## config.mk

```make
export PLATFORM = sky130hd
export DESIGN_NAME = switch_allocator_flat
export DESIGN_NICKNAME = d
export VERILOG_FILES = /design/src/rtl/switch_allocator_pkg.sv /design/src/rtl/switch_allocator_if.sv /design/src/rtl/switch_allocator_rr_arbiter.sv /design/src/rtl/switch_allocator.sv /design/src/flat_wrapper.sv
export SDC_FILE = /design/constraint.sdc
export NUM_CORES = 1
export LEC_CHECK = 0
export ABC_AREA = 1
export BUFFER_PORTS_ARGS = -buffer_cell sky130_fd_sc_hd__buf_2
export CORE_UTILIZATION = 42
export DETAILED_ROUTE_END_ITERATION = 10
export SLEW_MARGIN = 20
export SYNTH_ARGS = -nofsm -noshare
export SYNTH_HDL_FRONTEND = slang
export SYNTH_HIERARCHICAL = 1
export SYNTH_SLANG_ARGS = --single-unit
```

## constraint.sdc

```tcl
create_clock -name clk -period 11.4 [get_ports clk]
set_input_delay 1.14 -clock clk [delete_from_list [all_inputs] [get_ports clk]]
set_output_delay 1.14 -clock clk [all_outputs]
set_load 0.05 [all_outputs]
```

## src/rtl/switch_allocator_pkg.sv

```systemverilog
// Shared NoC parameters and types for the separable switch allocator.
package switch_allocator_pkg;

  localparam int PORT_NUM = 5;
  localparam int VC_NUM   = 2;
  localparam int VC_SIZE  = 4;
  localparam int PORT_W   = 3;
  localparam int SEL_W    = $clog2(PORT_NUM);
  localparam int VC_W     = (VC_NUM > 1) ? $clog2(VC_NUM) : 1;

  typedef enum logic [PORT_W-1:0] {
    LOCAL = 3'd0,
    NORTH = 3'd1,
    SOUTH = 3'd2,
    WEST  = 3'd3,
    EAST  = 3'd4
  } inout_port_e;

  typedef struct packed {
    logic [VC_NUM-1:0] vc;
    logic              valid;
  } sa_grant_t;

  function automatic logic port_legal(input logic [PORT_W-1:0] port);
    return (port < PORT_W'(PORT_NUM));
  endfunction

endpackage

```

## src/rtl/switch_allocator_if.sv

```systemverilog
// Request/grant bundle between VC status buffers, switch allocator and crossbar.
interface switch_allocator_if;
  import switch_allocator_pkg::*;

  logic [PORT_NUM*VC_NUM-1:0]        sa_req_i;
  logic [PORT_NUM*VC_NUM*PORT_W-1:0] sa_port_i;
  logic [PORT_NUM*VC_NUM-1:0]        sa_tail_i;
  logic [PORT_NUM-1:0]               out_avail_i;
  logic [PORT_NUM*VC_NUM-1:0]        grant_vc_o;
  logic [PORT_NUM-1:0]               grant_valid_o;
  logic [PORT_NUM*SEL_W-1:0]         xbar_sel_o;
  logic [PORT_NUM-1:0]               xbar_valid_o;
  logic                              err_o;

  modport master (
    output sa_req_i, sa_port_i, sa_tail_i, out_avail_i,
    input  grant_vc_o, grant_valid_o, xbar_sel_o, xbar_valid_o, err_o
  );

  modport slave (
    input  sa_req_i, sa_port_i, sa_tail_i, out_avail_i,
    output grant_vc_o, grant_valid_o, xbar_sel_o, xbar_valid_o, err_o
  );

endinterface

```

## src/rtl/switch_allocator_rr_arbiter.sv

```systemverilog
// Round-robin arbiter: combinational one-hot pick from ptr, pointer moves past the winner on upd_en.
module rr_arbiter
  import switch_allocator_pkg::*;
#(
  parameter int N = 2,
  localparam int PTR_W = (N > 1) ? $clog2(N) : 1
) (
  input  logic             clk,
  input  logic             rst_n,
  input  logic [N-1:0]     req,
  input  logic             upd_en,
  output logic [N-1:0]     grant,
  output logic [PTR_W-1:0] idx,
  output logic             valid
);

  logic [PTR_W-1:0] ptr_r;
  logic [N-1:0]     mask_s;
  logic [N-1:0]     req_hi_s;
  logic [N-1:0]     pick_s;

  // Search from ptr upward first, wrapping to the bottom when nothing is above it.
  always_comb begin
    mask_s   = {N{1'b1}} << ptr_r;
    req_hi_s = req & mask_s;
    pick_s   = (|req_hi_s) ? req_hi_s : req;
    idx      = '0;
    for (int i = N - 1; i >= 0; i--) begin
      if (pick_s[i]) begin
        idx = PTR_W'(i);
      end else begin
        idx = idx;
      end
    end
    valid = |req;
    grant = valid ? (N'(1) << idx) : '0;
  end

  // Pointer update on final grant only.
  always_ff @(posedge clk) begin
    if (!rst_n) begin
      ptr_r <= '0;
    end else if (upd_en && valid) begin
      ptr_r <= (idx == PTR_W'(N - 1)) ? '0 : idx + PTR_W'(1);
    end else begin
      ptr_r <= ptr_r;
    end
  end

endmodule

```

## src/rtl/switch_allocator.sv

```systemverilog
// Separable input-first round-robin switch allocator with registered inputs and grants.
// Optional packet-level output locking is enabled by defining SA_PKT_LOCK_EN.
module switch_allocator
  import switch_allocator_pkg::*;
(
  input logic               clk,
  input logic               rst_n,
  switch_allocator_if.slave sa
);

  logic [PORT_NUM-1:0][VC_NUM-1:0]             req_r;
  logic [PORT_NUM-1:0][VC_NUM-1:0][PORT_W-1:0] port_r;
  logic [PORT_NUM-1:0]                         avail_r;
  logic [(1<<PORT_W)-1:0]                      avail_ext_s;

  logic [PORT_NUM-1:0][VC_NUM-1:0]   elig_s;
  logic [PORT_NUM-1:0][VC_NUM-1:0]   own_s;
  logic [PORT_NUM-1:0][VC_NUM-1:0]   blk_s;
  logic [PORT_NUM-1:0][VC_NUM-1:0]   s1_req_s;
  logic [PORT_NUM-1:0][VC_NUM-1:0]   s1_gnt_s;
  logic [PORT_NUM-1:0][VC_W-1:0]     s1_idx_s;
  logic [PORT_NUM-1:0]               s1_valid_s;
  logic [PORT_NUM-1:0][PORT_W-1:0]   s1_port_s;
  logic [PORT_NUM-1:0][PORT_NUM-1:0] s2_req_s;
  logic [PORT_NUM-1:0][PORT_NUM-1:0] s2_gnt_s;
  logic [PORT_NUM-1:0][SEL_W-1:0]    s2_idx_s;
  logic [PORT_NUM-1:0]               s2_valid_s;
  logic [PORT_NUM-1:0]               in_win_s;
  logic                              err_s;

  sa_grant_t [PORT_NUM-1:0]       grant_r;
  logic [PORT_NUM-1:0][SEL_W-1:0] xbar_sel_r;
  logic [PORT_NUM-1:0]            xbar_valid_r;
  logic                           err_r;

`ifdef SA_PKT_LOCK_EN
  logic [PORT_NUM-1:0][VC_NUM-1:0] tail_r;
  logic [PORT_NUM-1:0]             lock_valid_r;
  logic [PORT_NUM-1:0][SEL_W-1:0]  lock_in_r;
  logic [PORT_NUM-1:0][VC_W-1:0]   lock_vc_r;
`else
  logic unused_tail_s;
  assign unused_tail_s = ^sa.sa_tail_i;
`endif

  assign avail_ext_s = {{((1<<PORT_W)-PORT_NUM){1'b0}}, avail_r};

  // Stage-1 eligibility: legal port, output available, and not blocked by another owner's lock.
  always_comb begin
    err_s  = 1'b0;
    elig_s = '0;
    own_s  = '0;
    blk_s  = '0;
    for (int p = 0; p < PORT_NUM; p++) begin
      for (int v = 0; v < VC_NUM; v++) begin
        err_s = err_s | (req_r[p][v] & ~port_legal(port_r[p][v]));
`ifdef SA_PKT_LOCK_EN
        for (int o = 0; o < PORT_NUM; o++) begin
          if (lock_valid_r[o] && (port_r[p][v] == PORT_W'(o))) begin
            if ((lock_in_r[o] == SEL_W'(p)) && (lock_vc_r[o] == VC_W'(v))) begin
              own_s[p][v] = 1'b1;
            end else begin
              blk_s[p][v] = 1'b1;
            end
          end else begin
            blk_s[p][v] = blk_s[p][v];
          end
        end
`endif
        elig_s[p][v] = req_r[p][v] & port_legal(port_r[p][v]) &
                       avail_ext_s[port_r[p][v]] & ~blk_s[p][v];
        own_s[p][v]  = own_s[p][v] & elig_s[p][v];
      end
      // A requesting locked VC overrides the pointer; lowest locked VC wins.
      s1_req_s[p] = (|own_s[p]) ? (own_s[p] & (~own_s[p] + VC_NUM'(1))) : elig_s[p];
    end
  end

  for (genvar gp = 0; gp < PORT_NUM; gp++) begin : g_stage1
    rr_arbiter #(.N(VC_NUM)) u_in_arb (
      .clk    (clk),
      .rst_n  (rst_n),
      .req    (s1_req_s[gp]),
      .upd_en (in_win_s[gp]),
      .grant  (s1_gnt_s[gp]),
      .idx    (s1_idx_s[gp]),
      .valid  (s1_valid_s[gp])
    );
  end

  // Stage-2 requests: each input's stage-1 winner asks for its target output.
  always_comb begin
    s2_req_s  = '0;
    s1_port_s = '0;
    for (int p = 0; p < PORT_NUM; p++) begin
      s1_port_s[p] = port_r[p][s1_idx_s[p]];
      for (int o = 0; o < PORT_NUM; o++) begin
        s2_req_s[o][p] = s1_valid_s[p] & (s1_port_s[p] == PORT_W'(o));
      end
    end
  end

  for (genvar go = 0; go < PORT_NUM; go++) begin : g_stage2
    rr_arbiter #(.N(PORT_NUM)) u_out_arb (
      .clk    (clk),
      .rst_n  (rst_n),
      .req    (s2_req_s[go]),
      .upd_en (1'b1),
      .grant  (s2_gnt_s[go]),
      .idx    (s2_idx_s[go]),
      .valid  (s2_valid_s[go])
    );
  end

  // An input is finally granted when some output picked it.
  always_comb begin
    in_win_s = '0;
    for (int p = 0; p < PORT_NUM; p++) begin
      for (int o = 0; o < PORT_NUM; o++) begin
        in_win_s[p] = in_win_s[p] | s2_gnt_s[o][p];
      end
    end
  end

  // Input sampling and grant registers; xbar_sel holds when its output is idle.
  always_ff @(posedge clk) begin
    if (!rst_n) begin
      req_r        <= '0;
      port_r       <= '0;
      avail_r      <= '0;
      grant_r      <= '0;
      xbar_sel_r   <= '0;
      xbar_valid_r <= '0;
      err_r        <= 1'b0;
    end else begin
      req_r   <= sa.sa_req_i;
      port_r  <= sa.sa_port_i;
      avail_r <= sa.out_avail_i;
      for (int p = 0; p < PORT_NUM; p++) begin
        grant_r[p].vc    <= in_win_s[p] ? s1_gnt_s[p] : '0;
        grant_r[p].valid <= in_win_s[p];
      end
      for (int o = 0; o < PORT_NUM; o++) begin
        xbar_valid_r[o] <= s2_valid_s[o];
        if (s2_valid_s[o]) begin
          xbar_sel_r[o] <= s2_idx_s[o];
        end else begin
          xbar_sel_r[o] <= xbar_sel_r[o];
        end
      end
      err_r <= err_s;
    end
  end

`ifdef SA_PKT_LOCK_EN
  // Lock an output to the granted (input, VC) until that VC's tail flit is granted.
  always_ff @(posedge clk) begin
    if (!rst_n) begin
      tail_r       <= '0;
      lock_valid_r <= '0;
      lock_in_r    <= '0;
      lock_vc_r    <= '0;
    end else begin
      tail_r <= sa.sa_tail_i;
      for (int o = 0; o < PORT_NUM; o++) begin
        if (s2_valid_s[o]) begin
          if (tail_r[s2_idx_s[o]][s1_idx_s[s2_idx_s[o]]]) begin
            lock_valid_r[o] <= 1'b0;
          end else begin
            lock_valid_r[o] <= 1'b1;
            lock_in_r[o]    <= s2_idx_s[o];
            lock_vc_r[o]    <= s1_idx_s[s2_idx_s[o]];
          end
        end else begin
          lock_valid_r[o] <= lock_valid_r[o];
        end
      end
    end
  end
`endif

  for (genvar gp = 0; gp < PORT_NUM; gp++) begin : g_out
    assign sa.grant_vc_o[gp*VC_NUM +: VC_NUM] = grant_r[gp].vc;
    assign sa.grant_valid_o[gp]               = grant_r[gp].valid;
  end
  assign sa.xbar_sel_o   = xbar_sel_r;
  assign sa.xbar_valid_o = xbar_valid_r;
  assign sa.err_o        = err_r;

endmodule

```

## src/flat_wrapper.sv

```systemverilog
// flat-port wrapper written by rule: the top's interface ports become plain ports
module switch_allocator_flat import switch_allocator_pkg::*;
  (clk, rst_n, sa_sa_req_i, sa_sa_port_i, sa_sa_tail_i, sa_out_avail_i, sa_grant_vc_o, sa_grant_valid_o, sa_xbar_sel_o, sa_xbar_valid_o, sa_err_o);
  switch_allocator_if sa_i ();
  input logic clk;
  input logic rst_n;
  input wire logic [$bits(sa_i.sa_req_i)-1:0] sa_sa_req_i;
  input wire logic [$bits(sa_i.sa_port_i)-1:0] sa_sa_port_i;
  input wire logic [$bits(sa_i.sa_tail_i)-1:0] sa_sa_tail_i;
  input wire logic [$bits(sa_i.out_avail_i)-1:0] sa_out_avail_i;
  output wire logic [$bits(sa_i.grant_vc_o)-1:0] sa_grant_vc_o;
  output wire logic [$bits(sa_i.grant_valid_o)-1:0] sa_grant_valid_o;
  output wire logic [$bits(sa_i.xbar_sel_o)-1:0] sa_xbar_sel_o;
  output wire logic [$bits(sa_i.xbar_valid_o)-1:0] sa_xbar_valid_o;
  output wire logic [$bits(sa_i.err_o)-1:0] sa_err_o;
  assign sa_i.sa_req_i = sa_sa_req_i;
  assign sa_i.sa_port_i = sa_sa_port_i;
  assign sa_i.sa_tail_i = sa_sa_tail_i;
  assign sa_i.out_avail_i = sa_out_avail_i;
  assign sa_grant_vc_o = sa_i.grant_vc_o;
  assign sa_grant_valid_o = sa_i.grant_valid_o;
  assign sa_xbar_sel_o = sa_i.xbar_sel_o;
  assign sa_xbar_valid_o = sa_i.xbar_valid_o;
  assign sa_err_o = sa_i.err_o;
  switch_allocator u_core (.clk(clk), .rst_n(rst_n), .sa(sa_i));
endmodule
```

Word level (Yosys, flattened, before mapping):

Cells that the tools add are included.

* muxes and demuxes: 90
* shift operators: 20
* add/subtract/negate cells: 10
* divide/modulo/power cells: 0
* eq/ne operators: 25
* $mul: 0
* reductions and logical operators: 35
* $lt $le $gt $ge: 25
* bitwise operators: 104

Operator list (count)
* $mux W3: 40
* $and A1 B1 Y1: 55
* $mux W5: 10
* $reduce_or A5 Y1: 10
* $lt A3 B4 Y1 const B: 10
* $bmux W1 S3: 10
* $eq A3 B2 Y1 const B: 10
* $eq A3 B3 Y1 const B: 10
* $lt A3 B3 Y1 const B: 10
* $or A1 B1 Y1: 29
* $and A5 B5 Y5: 5
* $mux W1: 25
* $shl A1 B3 Y5 const A: 5
* $shl A5 B3 Y5 const A: 5
* $reduce_or A2 Y1: 10
* $add A3 B1 Y3 const B: 5
* $eq A3 B1 Y1 const B: 5
* $logic_not A3 Y1: 5
* $reduce_and A3 Y1: 5
* $and A2 B2 Y2: 5
* $lt A1 B2 Y1 const B: 5
* $mux W2: 5
* $not A1 Y1: 10
* $shl A1 B1 Y2 const A: 5
* other kinds (3): 15

* memories: 0
* ROM bits: 0
* word-level logic and storage cells: 352
* input port bits: 57
* register bits after elaboration: 101
* memory bits (writable): 0
* latch bits: 0

Logic depth before layout (Yosys ltp):

Gate-level depths: netlist (run 1).

* word-level depth: 27
* depth in mapped cells: 32
* gate-level depth less buffers: 32

Hierarchy:

Netlist (run 1), hierarchy kept.

By module, submodules not included
* switch_allocator: cells an instance 516, times used 1, area each 3548.4 um2
* rr_arbiter (u_core.g_stage2[0].u_out_arb ...): cells an instance 74, times used 5, area each 424.2 um2
* rr_arbiter (u_core.g_stage1[0].u_in_arb ...): cells an instance 13, times used 5, area each 72.6 um2

Least setup slack after synthesis (run 1):

Ideal clock, no wire load.

* path kind: reg2reg
* start: reg u_core.avail_r[3]
* end: reg u_core.g_stage1[4].u_in_arb.ptr_r
* clock period less this slack: 3.647 ns
* setup slack: 7.753 ns
* setup time: 0.070 ns
* data arrival time: 3.577 ns
* stages on the path, launching flop included: 27
* cell sequence: dfxtp_1 -> buf_2 -> a21oi_1 -> o21ai_0 -> a21oi_1 -> nor3_1 -> inv_1 -> nor2_1 -> nand2_1 -> o21ai_2 -> nand2_1 -> nor3_1 -> nand2_1 -> nor2_4 -> nor2_4 -> nand3_1 -> nand2_1 -> nor3_1 -> inv_1 -> ha_1 -> nand3_2 -> inv_1 -> nor3_1 -> nand2_1 -> nand2_1 -> nand2_1 -> a21oi_1

RTL lines
* start: declaration: line switch_allocator.sv:13 `logic [PORT_NUM-1:0] avail_r;`
* start signal: assignment: line switch_allocator.sv:138 `avail_r <= sa.out_avail_i;`
* end signal: assignment: line switch_allocator_rr_arbiter.sv:44 `ptr_r <= (idx == PTR_W'(N - 1)) ? '0 : idx + PTR_W'(1);`
* end signal: assignment: line switch_allocator_rr_arbiter.sv:46 `ptr_r <= ptr_r;`
* end: declaration: line switch_allocator_rr_arbiter.sv:17 `logic [PTR_W-1:0] ptr_r;`

==> impl_metrics.toml, run 1 <==
[detailed_routing]
drc_errors = 0
via_count = 5570
initialDrtViolationCount = 250
wl_per_cell_um = 10.8
wl_um = 13300
vias_per_cell = 4.56
detail-route-antenna-nets = 0
firstDrtPassIters = 5

[timing]
slew_viol_final = 0
clock_skew_ns = 0.00442
fin_crit_ns = 5.08
slew_headroom_pct = 41.9
tightest_slew_ns = 0.871
setup_viol = 0
clock.fmax_mhz = 197
fin_crit_sh_pct = 44.6
rsz0062_at_grt = "no"
final-hold-violation-count = 0
fin_tns_setup_ns = 0

[worst_hold_path]
whs_path_depth = 2
min_to = "u_core/g_stage1[2].u_in_arb/ptr_r"
hp-start = "u_core/g_stage1[2].u_in_arb/ptr_r"
hold_class = "reg2reg"

[place]
dpl_cell_area_um2 = 6630
hpwl_um = 10300
portBuffers = 82
gp_congestion = 0.812

[job]
max-cap-violations = 0

[pwr]
p_per_area_nw_per_um2 = 131
ir_drop_v = 0.0000989
total_leakage_power_nw = 3.82

[clock_network]
clkLatencyLatePin_ns = 0.35
numCtsBuffers = 9
cts_setup_buffers = 0
cts_tree = "built"
numClockSinks = 101
h-tree-depth = 3
ctsResizeCount = 0
ctsHoldBuffers = 0
root_buffer = "clkbuf_16"
path_clk_slew_ns = 0.07
clock_path_buffers = 2

[critical_path]
rrSetupSlack_ns = 6.32
reg2reg_to = "u_core/g_stage1[0].u_in_arb/ptr_r"
r2r_start = "u_core/avail_r[3]"
cp_slowest_cell = "dfxtp_1"
crit_required_ns = 11.68
path_delay_family = "simple AND/OR/NAND/NOR gates"
arrival_ns = 5.36
cp.buffers_inverters = 2
cp_common_cell = "nand2_1"
reg2reg_depth = 25
end_kind = "register"
start_kind = "register"
crit_type = "reg2reg"
worstPathMaxFanout = 10
slowest_delay_ns = 0.63

[cells_and_area]
multi_input_area_um2 = 3170
fill_cells = 1443
area.growth.synth_to_final_pct = 15.0
drive_above_1_share_pct = 16.5
seq_area_um2 = 2020
diodes = 0
final_nets = 1119
stdcell_area_um2 = 6940

[logic_synthesis]
synth_commonest_cells = "nand2_1 (220), inv_1 (207), nor2_1 (127)"
synth.most_common_cell = "nand2_1"
ys_seq_area_share_pct = 33.5
synth_flop_cell = "dfxtp_1"
synth_enable_flop_cells = 0
mappedNetlistArea_um2 = 6030
synth_warnings = 6
syn_avg_cell_area_um2 = 6.34
async_reset_ff_share_pct = 0
synth-seq-cells = 101
syn_inst = 951
synth.distinct_cells = 22
yosys.area.top_type = "dfxtp_1"
netlist_top_cells_area = "dfxtp_1 (34%), nand2_1 (14%), inv_1 (13%)"
synth.top_cell.area_share_pct = 33.5

[floorplan]
dieWidth_um = 122
ioPinCount = 93
fp.dieH_um = 122
initial_core_util_pct = 43.3
dieArea_um2 = 14800
fp.coreArea_um2 = 13900
rows = 43

[global_route]
overflow = 0
grt_pass1_wl_um = 22200
use_met2_pct = 32.9
antenna_found_initial = 0
grtUsageMet3_pct = 4.35
busiest_layer = "met2"
track_usage_pct = 19.2
grt_max_degree = 92
grt.met1_usage_pct = 24.3
grt_pass1_vias = 4955

[outcome]
status = "finished clean"
[worst max path at each step]
stage | startpoint | endpoint | slack (ns) | depth (start not counted)
after CTS | u_core/avail_r[3] | u_core/g_stage1[0].u_in_arb/ptr_r | 6.37 | 25
after floorplan | u_core/avail_r[3] | u_core/g_stage1[4].u_in_arb/ptr_r | 7.75 | 26
final | u_core/avail_r[3] | u_core/g_stage1[0].u_in_arb/ptr_r | 6.32 | 25
after detailed placement | u_core/avail_r[3] | u_core/g_stage1[0].u_in_arb/ptr_r | 6.40 | 25
after global placement | u_core/avail_r[3] | u_core/g_stage1[0].u_in_arb/ptr_r | 6.43 | 25
after global routing | u_core/avail_r[3] | u_core/g_stage1[0].u_in_arb/ptr_r | 5.85 | 25
[per-layer routing]
layer	up-vias	share of wire [%]
met1	2419	49
met3	7	3.8
met2	93	46
met4	0	0.91
met5	-	0
li1	3051	-
[placed cells by master (no fill, tap or decap)]
cell type	n
o21ai_0	55
dfxtp_1	101
o21ai_1	2
nor3_1	27
nor3b_2	5
nand3_2	5
nor2_1	127
clkbuf_8	1
inv_2	6
a21oi_1	40
nor3_2	3
nand3_1	56
nor2_4	10
inv_1	207
nand2_1	220
buf_2	82
o21ai_2	18
a21oi_2	10
nand2_2	16
clkinv_4	1
inv_6	2
conb_1	5
buf_4	1
bufinv_16	1
clkinvlp_4	1
clkinv_2	1
and3_1	5
clkbuf_16	9
ha_1	25
[worst reg2reg max path, cell delays in order (launching register included)]
cell	delay (ns)
dfxtp_1	0.63
a21oi_1	0.13
o21ai_0	0.09
a21oi_1	0.09
nor3_1	0.34
inv_1	0.13
nor2_1	0.38
nand2_1	0.12
o21ai_2	0.10
nand2_1	0.13
nor3_1	0.52
nand2_1	0.19
nor2_4	0.17
nor2_4	0.06
nand3_1	0.06
nand2_1	0.10
nor3_1	0.47
inv_1	0.13
ha_1	0.24
nand2_1	0.07
nor2_1	0.05
nor3_1	0.35
nand2_1	0.21
nand2_1	0.11
nand2_1	0.05
a21oi_1	0.13
[per-stage QoR]
step	cells	hold WS (ns)	util, %	worst slack [ns]	power (mW)
2_1_floorplan	955	0.463	-	7.75	0.554
3_3_place_gp	1206	0.477	47.6	6.43	0.603
3_5_place_dp	1206	0.481	47.6	6.40	0.603
4_1_cts	1222	0.492	49.8	6.37	0.920
5_1_grt	1222	0.511	49.8	5.85	0.961
6_report	1222	0.492	49.8	6.32	0.906
[power by group]
part / internal [mW] / switching [mW] / leakage (nW)
Sequential: 0.376 / 0.0169 / 0.830
Clock: 0.178 / 0.135 / 0.149
Combinational: 0.0596 / 0.141 / 2.84
Total: 0.613 / 0.293 / 3.82
[state kept, by name (all words and copies together) (netlist names), 10 cells and up]
signal and count:
u_core/req_r 10, u_core/g_stage2.u_out_arb/ptr_r 15, u_core/sa.grant_vc_o 10, u_core/port_r 30
u_core/sa.xbar_sel_o 15
[area by class of cell]
type / instances / share of cell area [%]
timing repair buffer: 83 / 6.02
clock buffer: 10 / 3.44
multi-input combinational: 629 / 45.6
tap: 180 / 3.25
inverter: 213 / 11.5
sequential: 101 / 29.1
clock inverter: 6 / 0.992
[cells by family (layout without fill, tap and decap cells)]
family | count (synthesis) | after routing | synth area share (%)
fa+ha+maj | 25 | 25 | 5.19
compound gates | 125 | 125 | 12.1
simple gates | 474 | 474 | 34.9
buf+inv | 225 | 312 | 14.2
flops | 101 | 101 | 33.5
other cells | 1 | 5 | 0.0622
No activity file was read; power rests on OpenSTA's default activity.
==> inputs of run 2 (changes only) <==
==> constraint.sdc (replaced) <==
create_clock -name clk -period 4.89 [get_ports clk]
set_input_delay 0.489 -clock clk [delete_from_list [all_inputs] [get_ports clk]]
set_output_delay 0.489 -clock clk [all_outputs]
set_load 0.05 [all_outputs]
==> run 2 against run 1 <==
Against the previous run: global-route usage increased by 0.84 points; design area is 1.8% higher; clock power increased by 140%; power is 140% higher; sequential share of layout area down 0.46 points; maximum frequency is 16% higher; clock skew is essentially flat; register-to-register slack got worse by 5.8 ns; cell count grew 1.1%; first-iteration DRC count is 1.6% lower; largest power group unchanged; highest routed layer unchanged.
==> impl_metrics.toml, run 2 (synthesis gave the netlist of run 1 again) <==
[place]
gp_congestion = 0.833
hpwl_um = 10400
pre_cts_ws_ns = 0.490
dpl_cell_area_um2 = 6740
portBuffers = 82

[timing]
rsz0062_at_grt = "no"
clock.fmax_mhz = 228
fin_crit_sh_pct = 89.8
worst_slack_ns = 0.500
slew_viol_final = 0
setup_viol = 0
slew_headroom_pct = 61.3
fin_tns_setup_ns = 0
fin_crit_ns = 4.39
clock_skew_ns = 0.00402
final-hold-violation-count = 0
tightest_slew_ns = 0.580

[cells_and_area]
final_nets = 1134
seq_area_um2 = 2030
fin_util_pct = 50.7
max_flop_register = "u_core/port_r"
stdcell_area_um2 = 7060
fill_cells = 1506
multi_input_area_um2 = 3170
diodes = 0
largest_register_ffs = 30
drive_above_1_share_pct = 17.9
final_common_cell = "nand2_1"
area.growth.synth_to_final_pct = 17.1
final_cell_mix = "nand2_1 (220), inv_1 (207), nor2_1 (126), dfxtp_1 (98), buf_2 (82)"

[detailed_routing]
drc_errors = 0
wl_per_cell_um = 11.0
detail-route-antenna-nets = 0
initialDrtViolationCount = 246
via_count = 5602
firstDrtPassIters = 4
wl_um = 13600
vias_per_cell = 4.53

[pwr]
ir_drop_v = 0.000231
p_per_area_nw_per_um2 = 307
total_leakage_power_nw = 3.90

[floorplan]
dieArea_um2 = 14800
rows = 43
initial_core_util_pct = 43.3
fp.dieH_um = 122
ioPinCount = 93
fp.coreArea_um2 = 13900
dieWidth_um = 122

[clock_network]
h-tree-depth = 3
numCtsBuffers = 9
numClockSinks = 101
cts_tree = "built"
path_clk_slew_ns = 0.07
clock_path_buffers = 2
ctsHoldBuffers = 0
clkLatencyLatePin_ns = 0.35
root_buffer = "clkbuf_16"

[global_route]
grt_max_degree = 56
overflow = 0
antenna_found_initial = 0
grt_pass1_wl_um = 23200
track_usage_pct = 20.1
grt_pass1_vias = 5182

[critical_path]
crit_type = "reg2reg"
worstPathMaxFanout = 10
arrival_ns = 4.68
rrSetupSlack_ns = 0.50
end_kind = "register"
start_kind = "register"
crit_required_ns = 5.18

[outcome]
status = "finished clean"

[job]
max-cap-violations = 0

[worst_hold_path]
hold_class = "in2reg"
-- run 2: cell type report --
class	count	share of cell area, %
sequential	101	28.7
timing repair buffer	98	7.51
inverter	213	11.3
clock buffer	10	3.24
clock inverter	5	1.20
multi-input combinational	629	44.9
tap	180	3.19
-- run 2: final timing paths --
path,from,to,cells past startpoint
min,sa_sa_port_i[2],u_core/port_r[2],3
max,u_core/avail_r[4],u_core/g_stage1[4].u_in_arb/ptr_r,24
min reg2reg,u_core/g_stage1[4].u_in_arb/ptr_r,u_core/g_stage1[4].u_in_arb/ptr_r,2
max reg2reg,u_core/avail_r[4],u_core/g_stage1[4].u_in_arb/ptr_r,24
-- run 2: what timing repair did --
item,4_1_cts,5_1_grt
setup endpoints to repair,0,18
gates resized for setup,0,4
setup buffers,0,0
-- run 2: worst max-delay path, cell delays in order, from the launching register on --
cell     delay, ns
dfxtp_1       0.59
o21ai_0       0.16
nor3_1        0.31
inv_1         0.11
a21oi_2       0.16
nor2_1        0.08
buf_4         0.16
o21ai_2       0.24
nand2_2       0.09
nor2_1        0.25
inv_1         0.09
nor2_1        0.17
o21ai_2       0.10
nand3_1       0.10
nand2_1       0.09
nor3_1        0.44
inv_1         0.14
ha_1          0.24
nand3_2       0.11
inv_1         0.04
nor2_1        0.20
nand2_1       0.16
nand2_1       0.09
nand2_1       0.05
a21oi_1       0.12
-- run 2: metrics by stage --
stage	hold slack (ns)	cells	power (mW)
after floorplan	0.463	955	1.29
after global placement	0.480	1221	1.42
after detailed placement	0.481	1221	1.42
after CTS	0.299	1236	2.19
after global routing	0.309	1236	2.29
final	0.311	1236	2.17
-- run 2: power breakdown --
group | internal [mW] | switching (mW)
Clock | 0.449 | 0.317
Combinational | 0.150 | 0.333
Sequential | 0.877 | 0.0402
-- run 2: metal layers --
| layer | part of all wire, % | vias to the layer above | wire length (um) | track usage [%] |
|---|---|---|---|---|
| met2 | 47 | 58 | 6360 | 34.1 |
| met5 | 0 | - | 0 | 0 |
| met3 | 2.9 | 11 | 395 | 3.46 |
| met4 | 1.4 | 0 | 188 | 6.71 |
| li1 | - | 3081 | - | - |
| met1 | 49 | 2452 | 6670 | 25.6 |
